<file path="config.mk">
export PLATFORM = sky130hd
export DESIGN_NAME = mux_rr_arbiter
export DESIGN_NICKNAME = d
export VERILOG_FILES = /design/src/rtl/mux_arb_pkg.sv /design/src/rtl/muxN.sv /design/src/rtl/mux_rr_arbiter.sv
export SDC_FILE = /design/constraint.sdc
export NUM_CORES = 1
export LEC_CHECK = 0
export BUFFER_PORTS_ARGS = -buffer_cell sky130_fd_sc_hd__buf_2
export CORE_ASPECT_RATIO = 1.5
export CORE_MARGIN = 2
export CORE_UTILIZATION = 60
export DETAILED_ROUTE_END_ITERATION = 6
export PLACE_DENSITY = 0.84
export SLEW_MARGIN = 10
export SYNTH_ARGS = -nofsm -noshare
export SYNTH_HDL_FRONTEND = slang
export SYNTH_SLANG_ARGS = --single-unit
</file>
<file path="constraint.sdc">
create_clock -name clk -period 5.4 [get_ports clk]
set_input_delay 0.54 -clock clk [delete_from_list [all_inputs] [get_ports clk]]
set_output_delay 0.54 -clock clk [all_outputs]
set_load 0.005 [all_outputs]
</file>
<file path="src/rtl/mux_arb_pkg.sv">
// mux_arb_pkg: shared FSM state type and round-robin helper functions for the arbiter
package mux_arb_pkg;
  localparam int MAX_N = 32;
  typedef enum logic {IDLE = 1'b0, GRANT = 1'b1} state_e;
  function automatic int rr_pick(input logic [MAX_N-1:0] req, input int ptr, input int n);
    int idx;
    rr_pick = ptr;
    for (int k = MAX_N - 1; k >= 0; k--) begin
      if (k < n) begin
        idx = (ptr + k) % n;
        if (req[idx]) rr_pick = idx;
      end
    end
  endfunction
  function automatic logic [MAX_N-1:0] onehot(input int idx);
    onehot = MAX_N'(1) << idx;
  endfunction
endpackage

</file>
<file path="src/rtl/muxN.sv">
// muxN: parameterised N-to-1 single-bit multiplexer
module muxN #(
  parameter int N = 8,
  parameter int SEL_W = $clog2(N)
) (
  input  logic [N-1:0]     x,
  input  logic [SEL_W-1:0] sel,
  output logic             y
);
  assign y = x[sel];
endmodule

</file>
<file path="src/rtl/mux_rr_arbiter.sv">
// mux_rr_arbiter: round-robin arbiter with bounded hold time driving an N-to-1 mux select
module mux_rr_arbiter
  import mux_arb_pkg::*;
#(
  parameter int N = 8,
  parameter int SEL_W = $clog2(N),
  parameter int MAX_HOLD = 4
) (
  input  logic             clk,
  input  logic             reset,
  input  logic [N-1:0]     req,
  input  logic [N-1:0]     x,
  output logic [N-1:0]     grant,
  output logic [SEL_W-1:0] sel,
  output logic             busy,
  output logic             y
);
  localparam int HW = $clog2(MAX_HOLD + 1);
  state_e state_q, state_d;
  logic [N-1:0] grant_q, grant_d;
  logic [SEL_W-1:0] sel_q, sel_d, ptr_q, ptr_d, win;
  logic [HW-1:0] hcnt_q, hcnt_d;
  logic busy_q, busy_d, at_max, others, rel;
  assign win = SEL_W'(rr_pick(MAX_N'(req), int'(ptr_q), N));
  assign at_max = hcnt_q == HW'(MAX_HOLD - 1);
  assign others = |(req & ~grant_q);
  assign rel = !req[sel_q] || (at_max && others);
  // state and datapath registers, reset has priority
  always_ff @(posedge clk) begin
    if (reset) begin
      state_q <= IDLE;
      grant_q <= '0;
      sel_q <= '0;
      ptr_q <= '0;
      hcnt_q <= '0;
      busy_q <= 1'b0;
    end else begin
      state_q <= state_d;
      grant_q <= grant_d;
      sel_q <= sel_d;
      ptr_q <= ptr_d;
      hcnt_q <= hcnt_d;
      busy_q <= busy_d;
    end
  end
  // next state: idle arbitrates on any request, grant releases on drop or timeout
  always_comb begin
    state_d = state_q == IDLE ? (|req ? GRANT : IDLE) : (rel ? IDLE : GRANT);
  end
  // grant, select, pointer and hold counter updates
  always_comb begin
    grant_d = grant_q;
    sel_d = sel_q;
    ptr_d = ptr_q;
    hcnt_d = hcnt_q;
    busy_d = busy_q;
    if (state_q == IDLE && |req) begin
      grant_d = N'(onehot(int'(win)));
      sel_d = win;
      busy_d = 1'b1;
      hcnt_d = '0;
    end else if (state_q == GRANT && rel) begin
      grant_d = '0;
      busy_d = 1'b0;
      ptr_d = sel_q == SEL_W'(N - 1) ? '0 : sel_q + SEL_W'(1);
    end else if (state_q == GRANT) begin
      hcnt_d = at_max ? '0 : hcnt_q + HW'(1);
    end
  end
  assign grant = grant_q;
  assign sel = sel_q;
  assign busy = busy_q;
  muxN #(.N(N)) u_mux (.x(x), .sel(sel_q), .y(y));
endmodule
</file>
[Yosys cells after proc, flatten, opt, wreduce, memory -nomap -nowiden]
Index checks and enable logic that the tools add are counted.
Word-level totals
  register bits after elaboration: 19
  bits in latches: 0
  RAM bits: 0
  ROM bits: 0
  memories kept: 0
Operators by class
  add/subtract/negate cells: 9
  $mul: 0
  divide/modulo/power cells: 0
  order comparisons: 9
  eq/ne operators: 2
  shift-type cells: 1
  muxes and demuxes: 44
  bitwise logic cells: 12
  reduce and logical (&&, ||, !) cells: 18
Operators by type and width (number)
  $lt 4x7->1 const B: 7
  $mux 3: 10
  $bmux 1 s4: 7
  $mux 1: 22
  $reduce_or 3->1: 7
  $mux 8: 2
  $reduce_or 8->1: 2
  $add 3x3->3 const B: 4
  $add 3x1->3 const B: 3
  $bmux 1 s3: 3
  $and 8x8->8: 1
  $not 8->8: 1
  $shl 1x3->8 const A: 1
  $and 1x1->1 const A: 7
  $add 3x2->3 const B: 2
  $lt 3x6->1 const B: 1
  $lt 3x4->1 const B: 1
  $reduce_and 2->1: 2
  $eq 3x2->1 const B: 1
  $eq 3x3->1 const B: 1
  $logic_and 1x1->1: 3
  $not 1->1: 3
  $reduce_bool 2->1: 1
  $reduce_or 2->1: 1
  2 further kinds: 2

[Longest topological paths before layout]
Gate-level depths: netlist (run 1).
  depth after elaboration: 16
  mapped depth: 13
  depth with buffers taken out: 9

[Modules after synthesis]
Synthesis (run 1) repeated with hierarchy kept, for this count alone.
Second synthesis, totals
  cells, all modules: 192
  area, all modules: 1846.8 um2
Modules (own cells, without submodules)
  mux_rr_arbiter: instances 1, cells an instance 189, area an instance 1783.0 um2
  muxN: instances 1, cells an instance 3, area an instance 63.8 um2

[Worst setup path after synthesis (run 1)]
OpenSTA, ideal clock, no wires.
  path kind: register -> register
  start: register ptr_q[0]
  end: register grant_q[2] (netlist: grant[2])
  library setup time: 0.088 ns
  data arrival time: 3.287 ns
  required time: 5.312 ns
  slack: 2.025 ns
  cell stages (with the launch flop): 13
  buffers on the path: 3
  clock period less this slack: 3.375 ns
  path through: dfxtp_1 > buf_4 > buf_4 > clkinv_1 > ha_1 > buf_6 > mux2_4 > a222oi_1 > a21o_1 > o311ai_1 > o211ai_2 > or4b_4 > o31ai_1
On the way
  word-level cells in the longest chain between the ends: 16
RTL lines
  start, declared: RTL line mux_rr_arbiter.sv:21  | logic [SEL_W-1:0] sel_q, sel_d, ptr_q, ptr_d, win;
  start signal, assigned: RTL line mux_rr_arbiter.sv:41  | ptr_q <= ptr_d;
  $add 3x3->3: RTL line mux_arb_pkg.sv:10  | idx = (ptr + k) % n;
  $reduce_or 3->1 (no line)
  $and 1x1->1 (no line)
  $bmux 1 s4: RTL line mux_arb_pkg.sv:11  | if (req[idx]) rr_pick = idx;
  $mux 1 (not written as such) (2 in series): RTL line mux_arb_pkg.sv:11
  $mux 3 (7 in series): RTL line mux_arb_pkg.sv:11
  $mux 3 *: RTL line mux_arb_pkg.sv:11
  $shl 1x3->8 *: RTL line mux_arb_pkg.sv:16  | onehot = MAX_N'(1) << idx;
  $mux 8 *: RTL line mux_rr_arbiter.sv:57  | if (state_q == IDLE && |req) begin
  end signal, assigned: RTL line mux_rr_arbiter.sv:39  | grant_q <= grant_d;
  end, declared: RTL line mux_rr_arbiter.sv:20  | logic [N-1:0] grant_q, grant_d;
Every way passes the cells marked *; elsewhere a longest branch is shown, timed or not. The select of a mux whose other input is x is not followed.
A chain may end at the register's enable or synchronous reset.

[Worst setup path after layout (run 1)]
  start: register ptr_q[0]
  end: register grant_q[1] (netlist: grant[1])
The elaborated chain is that of the path after synthesis.

==> results.sh, run 1 <==
export IMPL_die_width_um=49.64
export IMPL_firstDrtPassIters=5
export IMPL_drt_initial_drc_count=122
export IMPL_hold_violations=0
export IMPL_drcViolationCount=0
export IMPL_p_leak_nw=0.8589
export IMPL_yosysSeqAreaShare_pct=20.29
export IMPL_hpwl_um=3991
export IMPL_p_sw_uw=291.6
export IMPL_max_vdd_ir_drop_mv=0.2768
export IMPL_vias_per_cell=6.855
export IMPL_fin_crit_ps=3810
export IMPL_synth_edf_count=0
export IMPL_cpPeakStageDelay_ps=820
export IMPL_routed_wl_um=5309
export IMPL_critPathRequiredTime_ps=5560
export IMPL_whs_ps=454.9
export IMPL_rsz0062_at_grt="no"
export IMPL_worstSetupStartpointType="register"
export IMPL_htree_levels=1
export IMPL_finalSetupViolations=0
export IMPL_p_int_uw=389.0
export IMPL_pwr_share_clk_pct=14.3
export IMPL_core_area_mm2=0.002943
export IMPL_place_ws_ps=1695
export IMPL_antenna_found_initial=0
export IMPL_status="completed"
export IMPL_portBuffers=30
export IMPL_synth_area_mm2=0.001874
export IMPL_drive_gt1_share_pct=26.69
export IMPL_p_per_area_mw_per_mm2=327.9
export IMPL_cp_top_family="compound AO/OA/AOI/OAI gates"
export IMPL_area_growth_pct=10.75
export IMPL_wl_met3_um=408
export IMPL_p_seq_share_pct=27.0
export IMPL_pin_count=31
export IMPL_synth_cell_types=55
export IMPL_num_vias=1885
export IMPL_insertion_delay_ps=260
export IMPL_grt_overflow=0
export IMPL_ys_async_sr_fraction_pct=0
export IMPL_ant_nets=0
export IMPL_crit_slowest_cell="ha_1"
export IMPL_slew_headroom_pct=51.80
export IMPL_fmax_mhz=262.5
export IMPL_yosys_warnings=0
export IMPL_grt_pass1_vias=1860
export IMPL_path_clk_slew_ps=70
export IMPL_min_path_type="register to register"
export IMPL_cp_end_kind="register"
export IMPL_clockBufferDepth=2
export IMPL_synth_area_per_cell_um2=8.925
export IMPL_critical_path_arrival_ps=3970
export IMPL_path_buf_inv=1
export IMPL_instances_no_fill=275
export IMPL_cts_sinks=19
export IMPL_row_count=24
export IMPL_cts_hold_buf=0
export IMPL_final_cell_area_mm2=0.002076
export IMPL_start_util_pct=63.69
export IMPL_slew_violations=0
export IMPL_fin_skew_ps=7.156
export IMPL_placed_cells=271
export IMPL_tightest_slew_ps=722.9
export IMPL_dieHeight_um=72.45
export IMPL_grt_usage_pct=30.51
export IMPL_cts_tree="done"
export IMPL_ys_ff_latch=19
export IMPL_syn_inst=210
export IMPL_nNetsFinal=260
export IMPL_die_area_mm2=0.003596
export IMPL_wire_per_inst_um=19.31
export IMPL_drt_met1_wl_um=2006
export IMPL_grt_start_max_net_pins=20
export IMPL_gp_congestion=0.9956
export IMPL_swShare_pct=42.85
export IMPL_final_setup_tns_ps=0
export IMPL_worst_path_max_fanout=17
export IMPL_synth_nets=233
export IMPL_nFillCells=251
export IMPL_diodes=0
export IMPL_crit_chain="clkinv_1 -> ha_1 -> mux2_4 -> a222oi_1 -> a21o_1 -> o311ai_1 -> o211ai_2 -> or4b_4 -> o31ai_1"
export IMPL_wl_met2_um=2670
export IMPL_cts_root_buffer="clkbuf_8"
export IMPL_fin_crit_sh_pct=70.55
export IMPL_highest_layer="met4"
export IMPL_numCtsBuffers=3
export IMPL_final_cell_mix="30 x buf_2, 19 x dfxtp_1, 18 x nor2_1"
export IMPL_path_class="register to register"
export IMPL_fin_ws_ps=1590
export IMPL_grt_pass1_wl_um=8604
export IMPL_post_cts_resized=0
export IMPL_mostFrequentLayoutCell="buf_2"
export IMPL_synth_flop_cell="dfxtp_1"
export IMPL_pwr_share_comb_pct=58.7
export IMPL_place_area_mm2=0.002031
export IMPL_drv_cap=0
export IMPL_post_cts_buffers=0
kinds of logic after synthesis:
group           share of synthesized area, %
compound gates                         24.97
simple gates                           15.55
mux                                    26.84
buf+inv                                6.676
flops                                  20.29
xor+xnor                               2.337
fa+ha+maj                              3.338
cell usage after synthesis, types with 4 or more instances:
cell	count	area [um2]
dfxtp_1	19	380.4
nor2_1	18	67.56
inv_1	16	60.06
nand2_1	14	52.55
mux4_2	13	292.8
mux2i_1	9	90.09
mux2_2	8	90.09
a21oi_1	7	35.03
and2_1	7	43.79
a211oi_1	6	45.04
o21ai_0	6	30.03
o31ai_1	6	45.04
ha_1	5	62.56
nor3_1	5	25.02
o22ai_1	5	31.28
a221oi_1	4	35.03
a32o_1	4	40.04
worst register-to-register path: cells and delay by family (launching register included):
kind                       cells  cell delay (ps)
muxes                          1              380
AOI/OAI and AO/OA              5             1390
DFF                            1              340
buffers and inverters          1              270
and+or+nand+nor                1              520
adders and majority gates      1              820
worst paths after layout:
check | depth (start not counted) | start | slack, ps | endpoint
hold reg to reg | 2 | hcnt_q[2] | 450 | hcnt_q[2]
hold / removal | 2 | hcnt_q[2] | 450 | hcnt_q[2]
setup / recovery | 9 | ptr_q[0] | 1590 | grant[1]
setup reg to reg | 9 | ptr_q[0] | 1590 | grant[1]
area by class of cell:
type | instances | area (um2) | share of cell area, %
sequential | 19 | 380.4 | 18.32
timing repair buffer | 32 | 165.2 | 7.957
clock buffer | 4 | 45.04 | 2.170
tap | 39 | 48.80 | 2.351
multi-input combinational | 163 | 1369 | 65.94
inverter | 18 | 67.56 | 3.255
flip-flops by register name, summed over array words and instances, names as in the netlist:
signal	count
state_q	1
busy	1
hcnt_q	3
sel	3
grant	8
ptr_q	3
stage by stage:
| step | power [mW] | util (%) |
|---|---|---|
| 6_report | 0.6806 | 70.54 |
| 5_1_grt | 0.7170 | 70.54 |
| 4_1_cts | 0.6709 | 70.54 |
| 3_5_place_dp | 0.5726 | 69.01 |
| 3_3_place_gp | 0.5650 | 69.01 |
| 2_1_floorplan | 0.4813 | - |
power groups by stage:
stage,registers (mW),logic [mW],clock network [mW]
CTS,0.183,0.390,0.0980
floorplan,0.180,0.301,0
global route,0.186,0.426,0.105
global placement,0.185,0.380,0
finish,0.184,0.400,0.0974
detailed placement,0.186,0.387,0
metal layers:
metal | global-route usage (%) | up-vias
li1 | - | 866
met1 | 35.79 | 888
met2 | 54.37 | 107
met3 | 3.086 | 24
met4 | 15.74 | 0
met5 | 0 | -
Power figures use the tool's default switching activity.
==> run 2: changes to the inputs <==
--- a/config.mk
+++ b/config.mk
@@ -8,9 +8,9 @@
 export BUFFER_PORTS_ARGS = -buffer_cell sky130_fd_sc_hd__buf_2
 export CORE_ASPECT_RATIO = 1.5
 export CORE_MARGIN = 2
-export CORE_UTILIZATION = 60
+export CORE_UTILIZATION = 51
 export DETAILED_ROUTE_END_ITERATION = 6
-export PLACE_DENSITY = 0.84
+export PLACE_DENSITY = 0.76
 export SLEW_MARGIN = 10
 export SYNTH_ARGS = -nofsm -noshare
 export SYNTH_HDL_FRONTEND = slang
==> constraint.sdc (replaced) <==
create_clock -name clk -period 3.4 [get_ports clk]
set_input_delay 0.34 -clock clk [delete_from_list [all_inputs] [get_ports clk]]
set_output_delay 0.34 -clock clk [all_outputs]
set_load 0.005 [all_outputs]
==> run 2 against run 1 <==
  * Count of clock-buffer cells in the layout unchanged
  * Via count up 1.3%
  * Register-to-register slack worse by 1300 ps
  * Sequential share of layout area down 0.56 points
  * Non-clock buffer count up 8
==> results.sh, run 2 (synthesis gave the netlist of run 1 again) <==
export IMPL_die_area_mm2=0.004186
export IMPL_grt_pass1_vias=1894
export IMPL_path_buf_inv=2
export IMPL_worstSetupStartpointType="register"
export IMPL_mostFrequentLayoutCell="buf_2"
export IMPL_cts_tree="done"
export IMPL_core_area_mm2=0.003581
export IMPL_max_vdd_ir_drop_mv=0.4832
export IMPL_rrSetupSlack_ps=310
export IMPL_cpPeakStageDelay_ps=540
export IMPL_num_vias=1910
export IMPL_fin_crit_sh_pct=90.78
export IMPL_min_path_type="input port to register"
export IMPL_insertion_delay_ps=260
export IMPL_htree_levels=1
export IMPL_row_count=27
export IMPL_slew_headroom_pct=62.76
export IMPL_slew_violations=0
export IMPL_area_growth_pct=14.22
export IMPL_tightest_slew_ps=551.4
export IMPL_diodes=0
export IMPL_wl_met3_um=278
export IMPL_largest_register_ffs=8
export IMPL_crit_chain="clkinv_1 -> ha_1 -> buf_4 -> mux2i_1 -> mux4_2 -> a221oi_1 -> o21ai_0 -> a21oi_1 -> xnor2_1 -> a32o_1"
export IMPL_die_width_um=53.50
export IMPL_drcViolationCount=0
export IMPL_fin_crit_ps=3086
export IMPL_critPathRequiredTime_ps=3550
export IMPL_cts_hold_buf=0
export IMPL_numCtsBuffers=3
export IMPL_pin_count=31
export IMPL_cp_end_kind="register"
export IMPL_grt_pass1_wl_um=9308
export IMPL_final_setup_tns_ps=0
export IMPL_nFillCells=337
export IMPL_whs_ps=405.9
export IMPL_post_cts_buffers=0
export IMPL_p_per_area_mw_per_mm2=520.9
export IMPL_antenna_found_initial=0
export IMPL_routed_wl_um=5491
export IMPL_critical_path_arrival_ps=3240
export IMPL_drt_initial_drc_count=123
export IMPL_crit_slowest_cell="mux4_2"
export IMPL_worst_path_max_fanout=11
export IMPL_status="completed"
export IMPL_clockBufferDepth=2
export IMPL_rsz0062_at_grt="no"
export IMPL_vias_per_cell=6.655
export IMPL_path_clk_slew_ps=70
export IMPL_hold_violations=0
export IMPL_cts_sinks=19
export IMPL_hpwl_um=4159
export IMPL_drv_cap=0
export IMPL_grt_start_max_net_pins=20
export IMPL_final_cell_mix="30 x buf_2, 19 x dfxtp_1, 18 x nor2_1"
export IMPL_grt_overflow=0
export IMPL_wl_met2_um=2954
export IMPL_firstDrtPassIters=7
export IMPL_ant_nets=0
export IMPL_p_leak_nw=0.8973
export IMPL_finalSetupViolations=0
export IMPL_fmax_mhz=324.0
export IMPL_wire_per_inst_um=19.13
export IMPL_start_util_pct=52.34
export IMPL_post_cts_resized=0
export IMPL_dieHeight_um=78.25
export IMPL_path_class="register to register"
export IMPL_grt_usage_pct=29.52
export IMPL_fin_skew_ps=2.987
export IMPL_drive_gt1_share_pct=29.10
export IMPL_gp_congestion=0.9302
export IMPL_portBuffers=30
export IMPL_cts_root_buffer="clkbuf_8"
export IMPL_nNetsFinal=268
export IMPL_drt_met1_wl_um=2043
export IMPL_cp_top_family="compound AO/OA/AOI/OAI gates"
export IMPL_highest_layer="met4"
[run 2: cell count changes in the layout (fill, tap and decap cells not counted)]
cell | before | now
buf_4 | 2 | 10
[run 2: routing by layer]
metal	track usage [%]	up-vias
met4	13.33	0
li1	-	881
met5	0	-
met1	36.76	928
met2	50.49	85
met3	1.711	16
[run 2: area by class of cell]
cell class	count	area (um2)	share of cell area [%]
well taps	43	53.80	2.513
repair buffers	40	225.2	10.52
flip-flops and latches	19	380.4	17.77
clock buffers	4	45.04	2.104
inverters	18	67.56	3.156
multi-input cells	163	1369	63.94
[run 2: final timing paths]
kind	startpoint	end	depth (start not counted)
hold reg to reg	hcnt_q[2]	hcnt_q[2]	2
hold / removal	reset	ptr_q[1]	2
setup reg to reg	ptr_q[0]	grant[6]	10
setup / recovery	ptr_q[0]	grant[6]	10
[run 2: where the power goes]
group | switching (mW) | internal, mW
clock | 0.0785 | 0.0835
sequential | 0.0361 | 0.254
combinational | 0.356 | 0.307
total | 0.471 | 0.645
[run 2: stage by stage]
| stage | cell area (um2) | utilization (%) | setup slack (ps) | instances | power (mW) |
|---|---|---|---|---|---|
| floorplan | 1874 | - | 24.99 | 210 | 0.7644 |
| global placement | 2096 | 58.53 | 461.0 | 283 | 0.9370 |
| detailed placement | 2096 | 58.53 | 330.0 | 283 | 0.9464 |
| CTS | 2141 | 59.78 | 312.0 | 287 | 1.106 |
| global route | 2141 | 59.78 | 41.66 | 287 | 1.188 |
| finish | 2141 | 59.78 | 313.6 | 287 | 1.115 |
[run 2: worst reg2reg max path, delay by kind of cell, from the launching register on]
family | cells | cell delay, ps
fa+ha+maj | 1 | 480
flops | 1 | 330
buf+inv | 2 | 330
compound gates | 4 | 930
mux | 2 | 690
xor+xnor | 1 | 210
